<file path="config.mk">
export PLATFORM = sky130hd
export DESIGN_NAME = multiword_add_sequencer
export DESIGN_NICKNAME = d
export VERILOG_FILES = /design/src/rtl/multiword_add_sequencer.sv
export SDC_FILE = /design/constraint.sdc
export NUM_CORES = 1
export LEC_CHECK = 0
export CAP_MARGIN = 20
export CORE_ASPECT_RATIO = 0.75
export CORE_MARGIN = 4
export CORE_UTILIZATION = 48
export DETAILED_ROUTE_END_ITERATION = 7
export GPL_TIMING_DRIVEN = 0
export PLACE_DENSITY_LB_ADDON = 0.08
export SETUP_SLACK_MARGIN = 0.5
export SLEW_MARGIN = 20
export SYNTH_ARGS = -nofsm -noshare
export SYNTH_HDL_FRONTEND = slang
export SYNTH_SLANG_ARGS = --single-unit
export TNS_END_PERCENT = 30
</file>
<file path="constraint.sdc">
create_clock -name clk -period 2.1 [get_ports clk]
set_input_delay 0.21 -clock clk [delete_from_list [all_inputs] [get_ports clk]]
set_output_delay 0.21 -clock clk [all_outputs]
set_load 0.01 [all_outputs]
</file>
<file path="src/rtl/multiword_add_sequencer.sv">
// multiword_add_sequencer
//
// Purpose:
//   Performs a W-bit addition (W = N*WORDS) by time-multiplexing an external
//   N-bit ripple-carry adder. Operands are latched in IDLE, then one N-bit
//   slice is pushed through the adder per clock in BUSY (least significant
//   slice first, carry chained through a register), and the assembled sum,
//   final carry and signed-overflow flag are held in DONE until consumed.
//
// Ports:
//   clk, rst_n          clock and asynchronous active-low reset
//   in_valid / in_ready operand-set handshake (in_ready only in IDLE)
//   op_a, op_b, op_cin  W-bit operands and carry-in
//   add_a, add_b,       slice and carry driven to the external adder
//   add_cin             (all zero outside BUSY)
//   add_sum, add_cout   combinational result of the external adder
//   out_valid/out_ready result handshake (out_valid only in DONE)
//   result, cout,       assembled sum, carry out of bit W-1 and
//   overflow            two's complement overflow flag

module multiword_add_sequencer #(
  parameter int N     = 4,
  parameter int WORDS = 4
) (
  input  logic                 clk,
  input  logic                 rst_n,
  input  logic                 in_valid,
  output logic                 in_ready,
  input  logic [N*WORDS-1:0]   op_a,
  input  logic [N*WORDS-1:0]   op_b,
  input  logic                 op_cin,
  output logic [N-1:0]         add_a,
  output logic [N-1:0]         add_b,
  output logic                 add_cin,
  input  logic [N-1:0]         add_sum,
  input  logic                 add_cout,
  output logic                 out_valid,
  input  logic                 out_ready,
  output logic [N*WORDS-1:0]   result,
  output logic                 cout,
  output logic                 overflow
);

  localparam int W     = N * WORDS;
  // A single-slice configuration still needs a 1-bit index so the
  // part-selects below stay legal.
  localparam int IDX_W = (WORDS > 1) ? $clog2(WORDS) : 1;
  localparam logic [IDX_W-1:0] LAST_IDX = IDX_W'(WORDS - 1);

  typedef enum logic [1:0] {
    IDLE = 2'd0,
    BUSY = 2'd1,
    DONE = 2'd2
  } state_t;

  state_t           state;
  logic [W-1:0]     a_q;
  logic [W-1:0]     b_q;
  logic             cin_q;
  logic             carry_q;
  logic [IDX_W-1:0] idx;

  // Handshake flags decode directly from the state register, so they change
  // only on a clock edge or the asynchronous reset.
  assign in_ready  = (state == IDLE);
  assign out_valid = (state == DONE);

  // Sequencer: latch operands in IDLE, walk the slices in BUSY storing each
  // partial sum and chaining the carry, then hold the result in DONE until
  // the consumer takes it. The final slice also yields cout and overflow;
  // overflow is judged from the operand sign bits and the top bit of the
  // last slice's sum, which is bit W-1 of the result.
  always_ff @(posedge clk or negedge rst_n) begin
    if (!rst_n) begin
      state    <= IDLE;
      a_q      <= '0;
      b_q      <= '0;
      cin_q    <= 1'b0;
      carry_q  <= 1'b0;
      idx      <= '0;
      result   <= '0;
      cout     <= 1'b0;
      overflow <= 1'b0;
    end else begin
      case (state)
        IDLE: begin
          if (in_valid) begin
            a_q   <= op_a;
            b_q   <= op_b;
            cin_q <= op_cin;
            idx   <= '0;
            state <= BUSY;
          end
        end
        BUSY: begin
          result[int'(idx)*N +: N] <= add_sum;
          carry_q                  <= add_cout;
          if (idx == LAST_IDX) begin
            cout     <= add_cout;
            overflow <= (a_q[W-1] == b_q[W-1]) && (add_sum[N-1] != a_q[W-1]);
            idx      <= '0;
            state    <= DONE;
          end else begin
            idx <= idx + 1'b1;
          end
        end
        DONE: begin
          if (out_ready) begin
            state <= IDLE;
          end
        end
        default: begin
          state <= IDLE;
        end
      endcase
    end
  end

  // Adder drive: the current slice of each operand plus either the latched
  // carry-in (first slice) or the carry produced by the previous slice.
  // Everything is forced to zero outside BUSY so the adder sees quiet inputs.
  always_comb begin
    add_a   = '0;
    add_b   = '0;
    add_cin = 1'b0;
    if (state == BUSY) begin
      add_a   = a_q[int'(idx)*N +: N];
      add_b   = b_q[int'(idx)*N +: N];
      add_cin = (idx == '0) ? cin_q : carry_q;
    end
  end

endmodule

</file>
==> summary.md, run 1 <==
| Metric | Value |
|---|---|
| Combinational Power Share | 55.6% |
| TritonCTS Buffers | 5 |
| Final period util | 91.8% |
| Synthesis-stage register bit count | 56 |
| Syn_area_per_cell | 14.5 µm² |
| CP Launch Point | idx[0] |
| H-tree depth | 2 |
| Sw Share | 33.0% |
| Critical Path, Cell by Cell | buf_6 > buf_12 > mux4_2 > nor2b_4 > buf_6 |
| P_leak | 1.57 nW |
| Final core occ | 68.5% |
| Clk pwr share | 10.8% |
| Clk root buf | clkbuf_8 |
| Area share of the largest cell type after synthesis | 52.8% |
| Syn nets | 230 |
| Largest net degree at the start of global routing | 57 |
| Fmax | 0.519 GHz |
| DR pass1 iterations | 4 |
| Flop pwr share | 33.6% |
| Max Clock Skew | 4.39 ps |
| Worst Path Max Fanout | 7 |
| Fin cells | 345 |
| Peak VDD IR | 620 µV |
| Initial core utilization | 49.6% |
| Terminus of the critical flop-to-flop path | result[1] |
| Dpl hpwl | 3950 µm |
| Status | complete, no violations |
| Top Ports | 71 |
| M1 WL | 2650 µm |
| Clk pin slew, worst setup/hold paths | 90 ps |
| Pins Over Slew Limit | 0 |
| Post-synthesis sequential area ratio | 52.8% |
| Worst path max stage delay | 490 ps |
| Async SR Flop Fraction | 100% |
| EDFF count, synth | 0 |
| Area contributors post-synth | dfrtp_1, mux2_2, mux4_1 |
| Layout area overhead | 38.0% |
| Antenna diodes | 0 |
| Buffers on Ports | 70 |
| Via Count | 1759 |
| Reg2reg path depth | 8 |
| Startpoint Class | flop |
| Final Hold Vio Count | 0 |
| Horiz. Die Dim | 93.9 µm |
| Post-Route WL | 5590 µm |
| DR WL met2 | 2520 µm |
| P per Cell Area | 1520 mW/mm² |
| Final min period | 1930 ps |
| Initial antenna violation count | 0 |
| Slew @ Worst Pin | 687 ps |
| Power, Total | 5.56 mW |
| Clk buf depth | 2 |
| Yosys warns | 0 |
| DRT iter0 DRCs | 46 |
| Reg-to-reg startpoint | idx[0] |
| Grt ovf | 0 |
| Chip height | 72.4 µm |
| Die area | 0.00680 mm² |
| Worst setup EP type | primary output |
| Final ANT Viol Nets | 0 |
| RSZ-0062 raised after global routing | yes |
| Biggest area consumer among synthesized cells | dfrtp_1 |
| Internal | 3.72 mW |
| Mapped Area | 0.00266 mm² |
| Placed instance count | 328 |
| Rows | 23 |
| Share of cells above drive strength 1 | 33.7% |
| Global-route wire length before repair | 9050 µm |
| # clock sinks | 56 |
| Crit Path Class | flop to primary output |
| Max Cap Viol | 0 |
| CP Data Arrival Time | 1720 ps |
| Final setup fails | 0 |
| Worst Setup EP | add_a[1] |
| Req. time, crit path | 1890 ps |
| Worst R2R Setup Slack | 360 ps |
| FILL cells | 406 |
| Top routing layer in use | met4 |
| Slowest-stage cell, CP | mux4_2 |
| Core area | 0.00535 mm² |
| Setup tns final | 0 ps |
| TritonCTS clock tree | yes |
| Psw | 1.84 mW |
| Clk Latency, worst-skew pair | 310 ps |
| Max_slew headroom | 54.2% |
| Synth cell count leaders | dfrtp_1, mux2_2, nand2_1 |
| Count leader, synth | dfrtp_1 |
| WHS | 481 ps |
| HP Class | primary input to asynchronous set/reset pin |
| Critical path's most frequent cell | buf_6 |
| GR Util All Layers | 17.4% |
| Post-synth top flop | dfrtp_1 |
| Final net count | 316 |
| Vias in the first global route | 1826 |
| Met3 wire len | 385 µm |
| Gpl congestion | 0.741 |
| Yosys cell types | 31 |
| Routed vias/inst | 5.10 |
| WL per Instance | 16.2 µm |
| DRC Markers | 0 |
| Post-Syn Instances | 183 |
==> registers in the layout, summed over array words and instances, names as in the netlist <==
register	flops
state	2
cout	1
carry_q	1
result	16
a_q	16
overflow	1
cin_q	1
b_q	16
idx	2
==> placed cells by master, fill, tap and decap left out, types with 2 or more instances in the layout <==
cell              n
ha_1              3
nand2_1          18
inv_1             2
buf_4            11
clkdlybuf4s50_1  60
a22o_1            8
ha_4              2
nor2_1            4
buf_6            13
mux2_1            3
mux2_2           32
clkbuf_8          6
nand3b_1          3
dfrtp_1          56
nor2b_4           7
clkbuf_1          2
mux4_2            7
nand3b_4          2
nor4b_4           3
o21ai_0          10
==> worst max-delay path, delay by kind of cell (launching register included) <==
kind	cells	cell delay, ps
buffers and inverters	3	390
flip-flops	1	390
AND/OR/NAND/NOR	1	140
multiplexers	1	490
==> area by class of cell <==
type	count	area, µm²	area share (%)
plain buffers	9	98.8	2.70
clock buffers	8	90.1	2.46
inverters	4	20.0	0.546
multi-input cells	114	1190	32.5
flip-flops and latches	56	1400	38.2
well taps	75	93.8	2.56
repair buffers	79	771	21.0
==> layer usage <==
layer / global-route usage [%] / vias to the layer above
li1: - / 828
met1: 25.2 / 881
met2: 26.1 / 46
met3: 5.28 / 4
met4: 3.53 / 0
met5: 0 / -
==> worst min path at each step <==
stage,from,slack (ps),to,cells past startpoint
finish,rst_n,480,a_q[10],2
floorplan,rst_n,-90,a_q[0],0
global placement,a_q[11],460,a_q[11],1
global route,out_ready,490,state[1],2
CTS,out_ready,480,state[1],2
detailed placement,rst_n,310,a_q[10],1
==> timing repair <==
action	4_1_cts	5_1_grt
pin swaps	0	2
endpoints found under the hold margin	56	0
gates resized for setup	40	17
setup endpoints to repair	27	38
hold buffers	1	0
setup buffers	2	6
==> kinds of logic after synthesis <==
logic type      Yosys count  share of synthesized area (%)
flops                    56                           52.8
mux                      44                           22.6
simple gates             43                           12.6
compound gates           22                           5.51
buf+inv                  13                           4.19
fa+ha+maj                 5                           2.36
==> through the flow <==
stage,cell area (µm²),setup WS (ps)
3_3_place_gp,3480,-892
2_1_floorplan,2680,531
6_report,3660,172
3_5_place_dp,3470,73.4
4_1_cts,3580,120
5_1_grt,3660,110
==> power by group through the flow <==
stage,sequential (mW),clock (mW),combinational (mW)
2_1_floorplan,1.87,0,1.83
3_3_place_gp,1.88,0,2.81
3_5_place_dp,1.88,0,2.84
4_1_cts,1.87,0.610,2.83
5_1_grt,1.94,0.659,3.33
6_report,1.87,0.600,3.09
Power figures use the tool's default switching activity.
==> run 2, diff against run 1 <==
--- a/config.mk
+++ b/config.mk
@@ -6,11 +6,9 @@
 export NUM_CORES = 1
 export LEC_CHECK = 0
 export CAP_MARGIN = 20
-export CORE_ASPECT_RATIO = 0.75
 export CORE_MARGIN = 4
 export CORE_UTILIZATION = 48
 export DETAILED_ROUTE_END_ITERATION = 7
-export GPL_TIMING_DRIVEN = 0
 export PLACE_DENSITY_LB_ADDON = 0.08
 export SETUP_SLACK_MARGIN = 0.5
 export SLEW_MARGIN = 20
==> run 2 against run 1 <==
Highest routed layer unchanged. Design area increased by 0.51%. Routed wire length decreased by 0.46%. Sequential share of layout area shrank 0.19 points. Largest cell class unchanged. Die area shrank 0.18%. Utilization increased by 1.9 points. Via count rose by 2.6%. Global-route usage grew 0.50 points. Critical path depth unchanged. Count of clock-buffer cells in the layout is the same. Sequential cell count unchanged. Final cell count did not move.
==> summary.md, run 2 (synthesis gave the netlist of run 1 again) <==
| Metric | Value |
|---|---|
| Max Cap Viol | 0 (unchanged) |
| CP Data Arrival Time | 1720 ps (about the same) |
| Fmax | 0.518 GHz (was 0.519 GHz) |
| Clk buf depth | 2 (unchanged) |
| Final ANT Viol Nets | 0 (unchanged) |
| Vias in the first global route | 1880 (was 1826) |
| Pins Over Slew Limit | 0 (unchanged) |
| Antenna diodes | 0 (unchanged) |
| Worst Path Max Fanout | 5 (was 7) |
| Power, Total | 5.57 mW (was 5.56 mW) |
| Terminus of the critical flop-to-flop path | result[3] (was result[1]) |
| Fin cells | 345 (unchanged) |
| Chip height | 82.4 µm (was 72.4 µm) |
| DRC Markers | 0 (unchanged) |
| CP Launch Point | idx[0] (unchanged) |
| Clk Latency, worst-skew pair | 300 ps (was 310 ps) |
| Placed instance count | 324 (was 328) |
| Rows | 26 (was 23) |
| Layout area overhead | 38.7% (was 38.0%) |
| Reg-to-reg startpoint | idx[0] (unchanged) |
| Initial antenna violation count | 0 (unchanged) |
| Setup tns final | 0 ps (unchanged) |
| Startpoint Class | flop (unchanged) |
| Final min period | 1930 ps (about the same) |
| TritonCTS clock tree | yes (unchanged) |
| DRT iter0 DRCs | 52 (was 46) |
| Initial core utilization | 50.7% (was 49.6%) |
| Share of cells above drive strength 1 | 33.8% (was 33.7%) |
| Status | complete, no violations (unchanged) |
| WL per Instance | 16.1 µm (was 16.2 µm) |
| Largest regs | a_q (16), b_q (16), result (16) (unchanged) |
| Worst R2R Setup Slack | 370 ps (was 360 ps) |
| Via Count | 1805 (was 1759) |
| Clk root buf | clkbuf_8 (unchanged) |
| Req. time, crit path | 1890 ps (about the same) |
| TritonCTS Buffers | 5 (unchanged) |
| Slew @ Worst Pin | 388 ps (was 687 ps) |
| Largest net degree at the start of global routing | 27 (was 57) |
| Gpl congestion | 0.735 (was 0.741) |
| FILL cells | 384 (was 406) |
| # clock sinks | 56 (unchanged) |
| Max_slew headroom | 74.1% (was 54.2%) |
| GR Util All Layers | 17.9% (was 17.4%) |
| Horiz. Die Dim | 82.4 µm (was 93.9 µm) |
| Clk pin slew, worst setup/hold paths | 90 ps (about the same) |
| RSZ-0062 raised after global routing | yes (unchanged) |
| Final net count | 321 (was 316) |
| H-tree depth | 2 (unchanged) |
| Top Ports | 71 (unchanged) |
| Post-Route WL | 5570 µm (was 5590 µm) |
| Buffers on Ports | 70 (unchanged) |
| Reg2reg path depth | 8 (unchanged) |
| P_leak | 1.58 nW (was 1.57 nW) |
| Worst setup EP type | primary output (unchanged) |
| Core area | 0.00524 mm² (was 0.00535 mm²) |
| Most frequent cells in the layout | clkdlybuf4s50_1, dfrtp_1, mux2_2 (unchanged) |
| Max Clock Skew | 6.17 ps (was 4.39 ps) |
| Crit Path Class | flop to primary output (unchanged) |
| HP Class | primary input to asynchronous set/reset pin (unchanged) |
| Peak VDD IR | 737 µV (was 620 µV) |
| Routed vias/inst | 5.23 (was 5.10) |
| Setup WS post-layout | 169 ps (was 172 ps) |
| Commonest non-fill, non-tap cell in the layout | clkdlybuf4s50_1 (unchanged) |
| Final period util | 91.9% (was 91.8%) |
| Final Hold Vio Count | 0 (unchanged) |
| DR pass1 iterations | 4 (unchanged) |
| Die area | 0.00679 mm² (was 0.00680 mm²) |
| Grt ovf | 0 (unchanged) |
| P per Cell Area | 1510 mW/mm² (was 1520 mW/mm²) |
| Dpl hpwl | 3990 µm (was 3950 µm) |
| Global-route wire length before repair | 9140 µm (was 9050 µm) |
| Final setup fails | 0 (unchanged) |
| Worst slack, placed | 166 ps (was 73.4 ps) |
-- run 2: cell types whose count changed in the layout (fill, tap and decap cells not counted), moves of 2 or more --
| cell | previous run | this run |
|---|---|---|
| buf_12 | 1 | 4 |
| buf_2 | 1 | 6 |
| buf_4 | 11 | 14 |
| buf_6 | 13 | 8 |
| nor2b_1 | 1 | 3 |
| nor2b_4 | 7 | 5 |
-- run 2: power by group --
group / switching (mW) / internal (mW)
Clock: 0.322 / 0.270
Sequential: 0.287 / 1.59
Combinational: 1.23 / 1.87
Total: 1.84 / 3.73
-- run 2: routing by layer --
metal	vias to the layer above	share of wire (%)	routed length (µm)	track usage (%)
met3	5	6.1	338	3.47
li1	835	-	-	-
met5	-	0	0	0
met2	51	49	2730	30.1
met1	914	44	2450	23.7
met4	0	0.86	48	4.49
-- run 2: worst max-delay path, cell delays in order, from the launching register on --
cell and delay, ps:
dfrtp_1 420, buf_12 140, buf_12 110, mux4_2 480, nor2b_1 140, buf_2 150
-- run 2: worst max path at each step --
stage,end,slack (ps),depth (start not counted)
2_1_floorplan,result[0],530,7
3_3_place_gp,add_a[2],200,4
3_5_place_dp,add_a[2],170,4
4_1_cts,add_b[2],150,5
5_1_grt,add_b[2],90,5
6_report,add_b[2],170,5
-- run 2: layout make-up --
class | count | area (µm²) | area share (%)
flip-flops and latches | 56 | 1400 | 38.0
multi-input cells | 114 | 1170 | 31.7
repair buffers | 93 | 916 | 24.9
clock buffers | 8 | 90.1 | 2.45
well taps | 70 | 87.6 | 2.38
inverters | 4 | 22.5 | 0.611
-- run 2: through the flow --
stage | hold slack [ps] | instance area [µm²] | utilization (%)
final | 326 | 3680 | 70.3
after global routing | 359 | 3680 | 70.3
after CTS | 326 | 3650 | 69.7
after detailed placement | 118 | 3490 | 66.6
after global placement | 119 | 3490 | 66.6
after floorplan | -85.6 | 2680 | -
-- run 2: repair_timing --
| action | 4_1_cts | 5_1_grt |
|---|---|---|
| gates resized for setup | 46 | 7 |
| endpoints found under the hold margin | 12 | 0 |
| setup endpoints to repair | 27 | 27 |
| buffers inserted | 10 | 2 |
| hold buffers | 1 | 0 |
| cloned | 0 | 0 |
| pin swaps | 1 | 3 |
